## src/rtl/mem_word_reader.sv

```systemverilog
// Reads big-endian 32-bit words byte by byte from a synchronous byte memory and
// streams them out over valid/ready, one word at a time.
module mem_word_reader #(
    parameter int ADDR_W = 10,
    parameter int CNT_W  = 8
) (
    input  logic              clk,
    input  logic              reset,
    input  logic              start,
    input  logic [ADDR_W-1:0] base_addr,
    input  logic [CNT_W-1:0]  word_count,
    input  logic              abort,
    output logic              mem_rd_en,
    output logic [ADDR_W-1:0] mem_addr,
    input  logic [7:0]        mem_rdata,
    output logic              out_valid,
    input  logic              out_ready,
    output logic [31:0]       out_data,
    output logic [ADDR_W-1:0] out_addr,
    output logic              busy,
    output logic              done,
    output logic              error
);

    typedef enum logic [2:0] {S_IDLE, S_RD, S_CAP, S_OUT, S_FIN} state_t;

    state_t              state_q;
    logic [1:0]          idx_q;
    logic                pend_q;
    logic [ADDR_W-1:0]   word_addr_q;
    logic [CNT_W-1:0]    count_q;
    logic [31:0]         word_q;
    logic                mem_rd_en_q;
    logic [ADDR_W-1:0]   mem_addr_q;
    logic                out_valid_q;
    logic [31:0]         out_data_q;
    logic [ADDR_W-1:0]   out_addr_q;
    logic                busy_q;
    logic                done_q;
    logic                error_q;

    logic [ADDR_W-1:0]   rd_addr_d;
    logic [ADDR_W-1:0]   next_word_d;
    logic [31:0]         shift_d;

    always_comb begin
        rd_addr_d   = word_addr_q + ADDR_W'(idx_q) + ADDR_W'(1);
        next_word_d = word_addr_q + ADDR_W'(4);
        shift_d     = {word_q[23:0], mem_rdata};
    end

    always_ff @(posedge clk) begin
        if (reset) begin
            state_q     <= S_IDLE;
            idx_q       <= '0;
            pend_q      <= 1'b0;
            word_addr_q <= '0;
            count_q     <= '0;
            word_q      <= '0;
            mem_rd_en_q <= 1'b0;
            mem_addr_q  <= '0;
            out_valid_q <= 1'b0;
            out_data_q  <= '0;
            out_addr_q  <= '0;
            busy_q      <= 1'b0;
            done_q      <= 1'b0;
            error_q     <= 1'b0;
        end else begin
            done_q  <= 1'b0;
            error_q <= 1'b0;
            // Memory answers one cycle after the request, so the byte to shift in
            // belongs to the request that was on the port during the previous cycle.
            pend_q  <= mem_rd_en_q;
            if (pend_q) begin
                word_q <= shift_d;
            end

            if (busy_q && abort) begin
                state_q     <= S_IDLE;
                busy_q      <= 1'b0;
                out_valid_q <= 1'b0;
                mem_rd_en_q <= 1'b0;
                pend_q      <= 1'b0;
                mem_addr_q  <= '0;
                out_data_q  <= '0;
                out_addr_q  <= '0;
            end else begin
                case (state_q)
                    S_RD: begin
                        if (idx_q == 2'd3) begin
                            mem_rd_en_q <= 1'b0;
                            state_q     <= S_CAP;
                        end else begin
                            idx_q      <= idx_q + 2'd1;
                            mem_addr_q <= rd_addr_d;
                        end
                    end
                    S_CAP: begin
                        out_valid_q <= 1'b1;
                        out_data_q  <= shift_d;
                        out_addr_q  <= word_addr_q;
                        state_q     <= S_OUT;
                    end
                    S_OUT: begin
                        if (out_ready) begin
                            out_valid_q <= 1'b0;
                            count_q     <= count_q - CNT_W'(1);
                            if (count_q == CNT_W'(1)) begin
                                done_q  <= 1'b1;
                                busy_q  <= 1'b0;
                                state_q <= S_FIN;
                            end else begin
                                word_addr_q <= next_word_d;
                                mem_addr_q  <= next_word_d;
                                mem_rd_en_q <= 1'b1;
                                idx_q       <= '0;
                                state_q     <= S_RD;
                            end
                        end
                    end
                    default: begin
                        // IDLE and FIN both accept a new command: busy is already low.
                        state_q <= S_IDLE;
                        if (start) begin
                            if (base_addr[1:0] != 2'b00) begin
                                error_q <= 1'b1;
                            end else if (word_count == '0) begin
                                done_q <= 1'b1;
                            end else begin
                                word_addr_q <= base_addr;
                                count_q     <= word_count;
                                mem_addr_q  <= base_addr;
                                mem_rd_en_q <= 1'b1;
                                idx_q       <= '0;
                                busy_q      <= 1'b1;
                                state_q     <= S_RD;
                            end
                        end
                    end
                endcase
            end
        end
    end

    assign mem_rd_en = mem_rd_en_q;
    assign mem_addr  = mem_addr_q;
    assign out_valid = out_valid_q;
    assign out_data  = out_data_q;
    assign out_addr  = out_addr_q;
    assign busy      = busy_q;
    assign done      = done_q;
    assign error     = error_q;

endmodule

```

## config.mk

```make
export PLATFORM = sky130hd
export DESIGN_NAME = mem_word_reader
export DESIGN_NICKNAME = d
export VERILOG_FILES = /design/src/rtl/mem_word_reader.sv
export SDC_FILE = /design/constraint.sdc
export NUM_CORES = 1
export LEC_CHECK = 0
export CAP_MARGIN = 5
export CORE_MARGIN = 2
export CORE_UTILIZATION = 25
export DETAILED_ROUTE_END_ITERATION = 10
export HOLD_SLACK_MARGIN = 0.06
export PLACE_DENSITY_LB_ADDON = 0.1
export RECOVER_POWER = 50
export SYNTH_ARGS = -nofsm -noshare
export SYNTH_HDL_FRONTEND = slang
export SYNTH_SLANG_ARGS = --single-unit
```

## constraint.sdc

```tcl
create_clock -name clk -period 2.3 [get_ports clk]
set_clock_uncertainty 0.1 [all_clocks]
set_input_delay 0.575 -clock clk [delete_from_list [all_inputs] [get_ports clk]]
set_output_delay 0.575 -clock clk [all_outputs]
set_load 0.05 [all_outputs]
```

==> results.md, run 1 <==
- Max cap viols: 0
- Slowest CP cell: clkdlybuf4s50_1
- Total congestion overflow: 0
- Antenna violations before repair: 0
- Synth Instances: 562
- Final Cycle Share: 0.9651
- Minimum clock period: 2.220 ns
- GRT Total Usage: 0.1454
- Post-synth EDFFs: 0
- Layout cells sized above 1: 0.1207
- Filler Cells Inserted: 1,950
- Post-Syn Area per Cell: 8.491 sq um
- CTS tree: yes
- Starting Density: 0.2551
- TritonCTS Buffers: 9
- Routed length per instance: 15.89 microns
- Final wirelength: 14.38 mm
- Largest net degree at the start of global routing: 44
- Worst slew pin tran: 0.8925 ns
- Post-synth ARST share: 0
- Yosys warnings: 0
- VDD IR-drop max: 357.0 uV
- Via density: 4.760
- DRC errors left: 0
- Clock Tree Buf Depth: 2
- Final hold viol count: 0
- Slew Limit Fails: 0
- Crit path arrival time: 1.54 ns
- Area of placed instances: 0.006065 sq mm
- CTS HTree Levels: 3
- DP Wirelength: 10.57 mm
- Leak Pwr: 2.282 nW
- Hold_ws: 0.3538 ns
- # diodes: 0
- Register Area: 0.002102 sq mm
- RSZ-0062 raised after global routing: false
- Top delay family on crit path: buffers and inverters
- Ys flop type: dfxtp_1
- Number of port buffers: 87
- IO Pins: 88
- Register bit total from synthesis: 105
- Startpoint types: flop
- Clk_lat worst skew: 0.36 ns
- Leading cell types in the layout, fill and taps excluded: 109 x nand2_1, 105 x dfxtp_1, 76 x a21oi_1
- First DRT Iteration DRCs: 271
- CTS Root Cell: clkbuf_16
- GPL Wtd Cong: 0.8430
- Cell Pwr Density: 685.3 mW/mm^2
- Multi-input gate area: 0.002404 sq mm
- Crit Path Max Fanout: 2
- Crit-path max cell delay: 0.82 ns
- CP required: 1.62 ns
- Fmax: 0.4505 GHz
- Worst setup EP type: output pin
- Core footprint: 0.01871 sq mm
- Site Rows: 50
- Hold Crit Class: reg -> reg
- Seq/Total Area, Yosys: 0.4405
- Post-Route Setup TNS: 0 ns
- Critical path type: reg -> out
- Vias after detailed routing: 4,308
- First-pass GRT wire length: 22.70 mm
- DRT antenna net count: 0
- Die Ht: 142.2 microns
- Most common library cell in the layout ignoring fill and taps: nand2_1
- Area of the mapped netlist: 0.004772 sq mm
- Layout area overhead: 32.91%
- Final-report setup violation count: 0
- Synthesized net count: 600
- Slew margin rel.: 0.4050
- Outcome: completed
- Clock transition at path regs: 0.07 ns
- CTS sink cnt: 105
- Vias in the first global route: 4,122
- Worst Path Buf+Inv: 1
- Fin util: 0.3391
- Final Cell Area: 0.006342 sq mm
- Drt pass-1 iters: 4
- Die width: 142.2 microns
- Layout Nets: 704
- Unique masters post-synth: 62
- Die area: 0.02021 sq mm
- Worst path cell trace: clkdlybuf4s50_1
## cell usage after synthesis (2+ instances only)
cell type | count | area share
nand2_1 | 109 | 0.086
dfxtp_1 | 105 | 0.44
a21oi_1 | 76 | 0.080
nor2_1 | 44 | 0.035
mux2i_1 | 25 | 0.052
clkbuf_1 | 22 | 0.017
nand2b_1 | 20 | 0.026
o21ai_0 | 16 | 0.017
inv_1 | 11 | 0.0087
nand3_1 | 10 | 0.010
a211oi_1 | 7 | 0.011
nor3_1 | 7 | 0.0073
o31ai_1 | 7 | 0.011
buf_1 | 6 | 0.0047
ha_1 | 6 | 0.016
nor4_1 | 5 | 0.0066
o211ai_1 | 5 | 0.0079
a31oi_1 | 4 | 0.0052
and2_1 | 4 | 0.0052
buf_6 | 4 | 0.0094
o32ai_1 | 4 | 0.0073
xnor2_1 | 4 | 0.0073
xor2_1 | 4 | 0.0073
buf_2 | 3 | 0.0031
clkbuf_8 | 3 | 0.0087
or4_1 | 3 | 0.0047
a211o_1 | 2 | 0.0037
a311oi_1 | 2 | 0.0037
and3_1 | 2 | 0.0026
buf_12 | 2 | 0.0084
nor2b_1 | 2 | 0.0026
nor3b_1 | 2 | 0.0031
nor4_4 | 2 | 0.0089
o2111ai_1 | 2 | 0.0037
o21ai_1 | 2 | 0.0021
o21ba_1 | 2 | 0.0042
o22ai_1 | 2 | 0.0026
or3_1 | 2 | 0.0026
## state kept, by name (all words and copies together) (netlist names)
| register | count |
|---|---|
| out_data | 32 |
| word_q | 24 |
| mem_addr | 10 |
| out_addr | 10 |
| word_addr_q | 10 |
| count_q | 8 |
| state_q | 3 |
| idx_q | 2 |
| busy | 1 |
| done | 1 |
| error | 1 |
| mem_rd_en | 1 |
| out_valid | 1 |
| pend_q | 1 |
## where the power goes
group	switching, mW	leakage [nW]	internal, mW
registers	0.0682	0.849	1.89
logic	0.540	1.29	0.335
clock network	0.731	0.141	0.781
total	1.34	2.28	3.01
## through the flow
stage / instances / worst slack [ns] / power, mW
global route: 905 / 0.007610 / 4.577
finish: 905 / 0.08017 / 4.346
CTS: 906 / 0.01932 / 4.429
global placement: 890 / -0.3572 / 2.891
detailed placement: 890 / -0.4235 / 2.897
floorplan: 562 / 0.2799 / 2.540
## kinds of logic (layout without fill, tap and decap cells)
| kind of cell | after synthesis | in the layout | share of synthesized area |
|---|---|---|---|
| flip-flops | 105 | 105 | 0.4405 |
| XOR/XNOR | 8 | 8 | 0.01468 |
| buffers and inverters | 52 | 161 | 0.06292 |
| AND/OR/NAND/NOR | 224 | 224 | 0.2273 |
| adder cells (fa/ha/maj) | 7 | 7 | 0.01993 |
| AO/OA/AOI/OAI | 141 | 141 | 0.1822 |
| multiplexers | 25 | 25 | 0.05244 |
## what timing repair did
item | in CTS | in global routing
pin swaps | 0 | 5
hold buffers | 0 | 0
buffers inserted | 0 | 0
gates resized for setup | 1 | 14
setup endpoints to repair | 3 | 18
## cell type report
class / instances / area share
multi-input cells: 405 / 0.3790
flip-flops and latches: 105 / 0.3314
repair buffers: 134 / 0.1918
well taps: 234 / 0.04616
clock buffers: 11 / 0.03827
clock inverters: 5 / 0.006905
inverters: 11 / 0.006510
## per-layer routing
| metal | track usage | wire length [microns] |
|---|---|---|
| met4 | 0.04789 | 232 |
| met5 | 0 | 0 |
| met3 | 0.02927 | 599 |
| met1 | 0.1973 | 6985 |
| met2 | 0.2311 | 6562 |
## path summary, 6_finish.rpt
path | to | cells after the start | start | slack (ns)
worst min-delay path | out_data[28] | 2 | out_data[28] | 0.35
worst min register to register | out_data[28] | 2 | out_data[28] | 0.35
worst max-delay path | out_data[27] | 1 | out_data[27] | 0.08
worst max register to register | mem_addr[4] | 8 | idx_q[0] | 0.11
(Power assumes the default switching activity.)
==> inputs of run 2 (changes only) <==
Settings changed: DONT_BUFFER_PORTS set to 1.
==> results.md, run 2 (same netlist as run 1, synthesis figures left out) <==
- Outcome: completed
- Part of the power in the clock network: 0.363
- Minimum clock period: 2.148 ns
- Die area: 0.02021 sq mm
- Crit path arrival time: 2.32 ns
- Placed cell count: 775
- Clk_lat worst skew: 0.35 ns
- Total power draw: 4.128 mW
- CTS sink cnt: 105
- Leak Pwr: 1.763 nW
- Die Ht: 142.2 microns
- Postcts setup bufs: 0
- Slew margin rel.: 0.4288
- Worst setup EP type: flop
- Layout area overhead: 10.07%
- Final Cell Area: 0.005253 sq mm
- RSZ-0062 raised after global routing: false
- Final hold viol count: 0
- CTS tree: yes
- Leading cell types in the layout, fill and taps excluded: 109 x nand2_1, 105 x dfxtp_1, 76 x a21oi_1
- # diodes: 0
- VDD IR-drop max: 318.3 uV
- GPL Wtd Cong: 0.8082
- Core footprint: 0.01871 sq mm
- Total congestion overflow: 0
- First-pass GRT wire length: 22.24 mm
- Routed length per instance: 17.89 microns
- Slew Limit Fails: 0
- Area of placed instances: 0.004991 sq mm
- Die width: 142.2 microns
- Layout cells sized above 1: 0.08797
- Site Rows: 50
- CP required: 2.47 ns
- Largest net degree at the start of global routing: 54
- Max FFs per register: 32
- Resized Gates After CTS: 0
- Switching share of total power: 0.3145
- Cell Pwr Density: 785.8 mW/mm^2
- Vias in the first global route: 3,789
- Fmax: 0.4656 GHz
- Critical path type: reg -> reg
- Sequential share of power: 0.513
- CTS HTree Levels: 3
- # hold bufs at CTS: 0
- Fin util: 0.2808
- Final-report setup violation count: 0
- CTS Root Cell: clkbuf_16
- IO Pins: 88
- Drt pass-1 iters: 4
- Vias after detailed routing: 3,872
- Crit Path Max Fanout: 10
- Final wirelength: 14.15 mm
- Worst slew pin tran: 0.8568 ns
- First DRT Iteration DRCs: 235
- Post-Route Setup TNS: 0 ns
- Antenna violations before repair: 0
- Startpoint types: flop
- DP Wirelength: 10.06 mm
- Switching pwr: 1.298 mW
- Hold Crit Class: in -> reg
- Starting Density: 0.2551
- Layout Nets: 590
- Hold_ws: 0.1902 ns
- Gate power share: 0.125
- DRC errors left: 0
- Clock transition at path regs: 0.08 ns
- DRT antenna net count: 0
- P_int: 2.829 mW
- Most common library cell in the layout ignoring fill and taps: nand2_1
- Via density: 4.895
- Max cap viols: 0
- Reg-to-reg slack, setup: 0.15 ns
- Number of port buffers: 0
- Clock Tree Buf Depth: 2
- Filler Cells Inserted: 1,994
- Post-route insts no fill: 791
- Final WS setup: 0.1523 ns
- Final Cycle Share: 0.9338
- GRT Total Usage: 0.1446
- TritonCTS Buffers: 9
- Dpl ws: 0.03693 ns
[run 2: cell count changes in the layout (fill, tap and decap cells not counted), sizes merged]
cell / delta
dlygate4sd3: -1
clkbuf: -13
clkdlybuf4s50: -64
clkinvlp: +1
dlymetal6s2s: -10
buf: -27
[run 2: worst max-delay path, stage by stage (launching register included)]
cell and delay (ns):
dfxtp_1 0.43, ha_1 0.18, or3b_2 0.55, nor3_4 0.17, a211oi_2 0.07, buf_4 0.19, and2_1 0.18, o31ai_1 0.19
[run 2: area by class of cell]
type                            count  area (sq um)  area share
Clock buffer                       10         229.0     0.04359
Clock inverter                      6         47.55    0.009052
Inverter                           11         41.29    0.007861
Sequential cell                   105          2102      0.4002
Multi-Input combinational cell    405          2371      0.4514
Timing Repair Buffer               20         168.9     0.03216
Tap cell                          234         292.8     0.05574
[run 2: worst paths after layout]
kind                            startpoint            to  cells after the start
worst min register to register  word_q[16]  out_data[24]                      2
worst max register to register  count_q[0]      idx_q[1]                      7
worst min-delay path                 reset    count_q[1]                      1
worst max-delay path            count_q[0]      idx_q[1]                      7
[run 2: power groups by stage]
stage          Clock, mW  Sequential [mW]  Combinational (mW)
6_report            1.50             2.12               0.514
5_1_grt             1.63             2.13               0.578
4_1_cts             1.56             2.12               0.521
3_5_place_dp           0             2.16               0.518
3_3_place_gp           0             2.16               0.515
2_1_floorplan          0             2.12               0.419
[run 2: per-layer routing]
layer | vias up | wire length [microns] | GRT usage | share of wire
met2 | 93 | 6306 | 0.2253 | 0.45
met3 | 20 | 882 | 0.03869 | 0.062
li1 | 1936 | - | - | -
met1 | 1823 | 6710 | 0.1916 | 0.47
met4 | 0 | 249 | 0.05421 | 0.018
met5 | - | 0 | 0 | 0
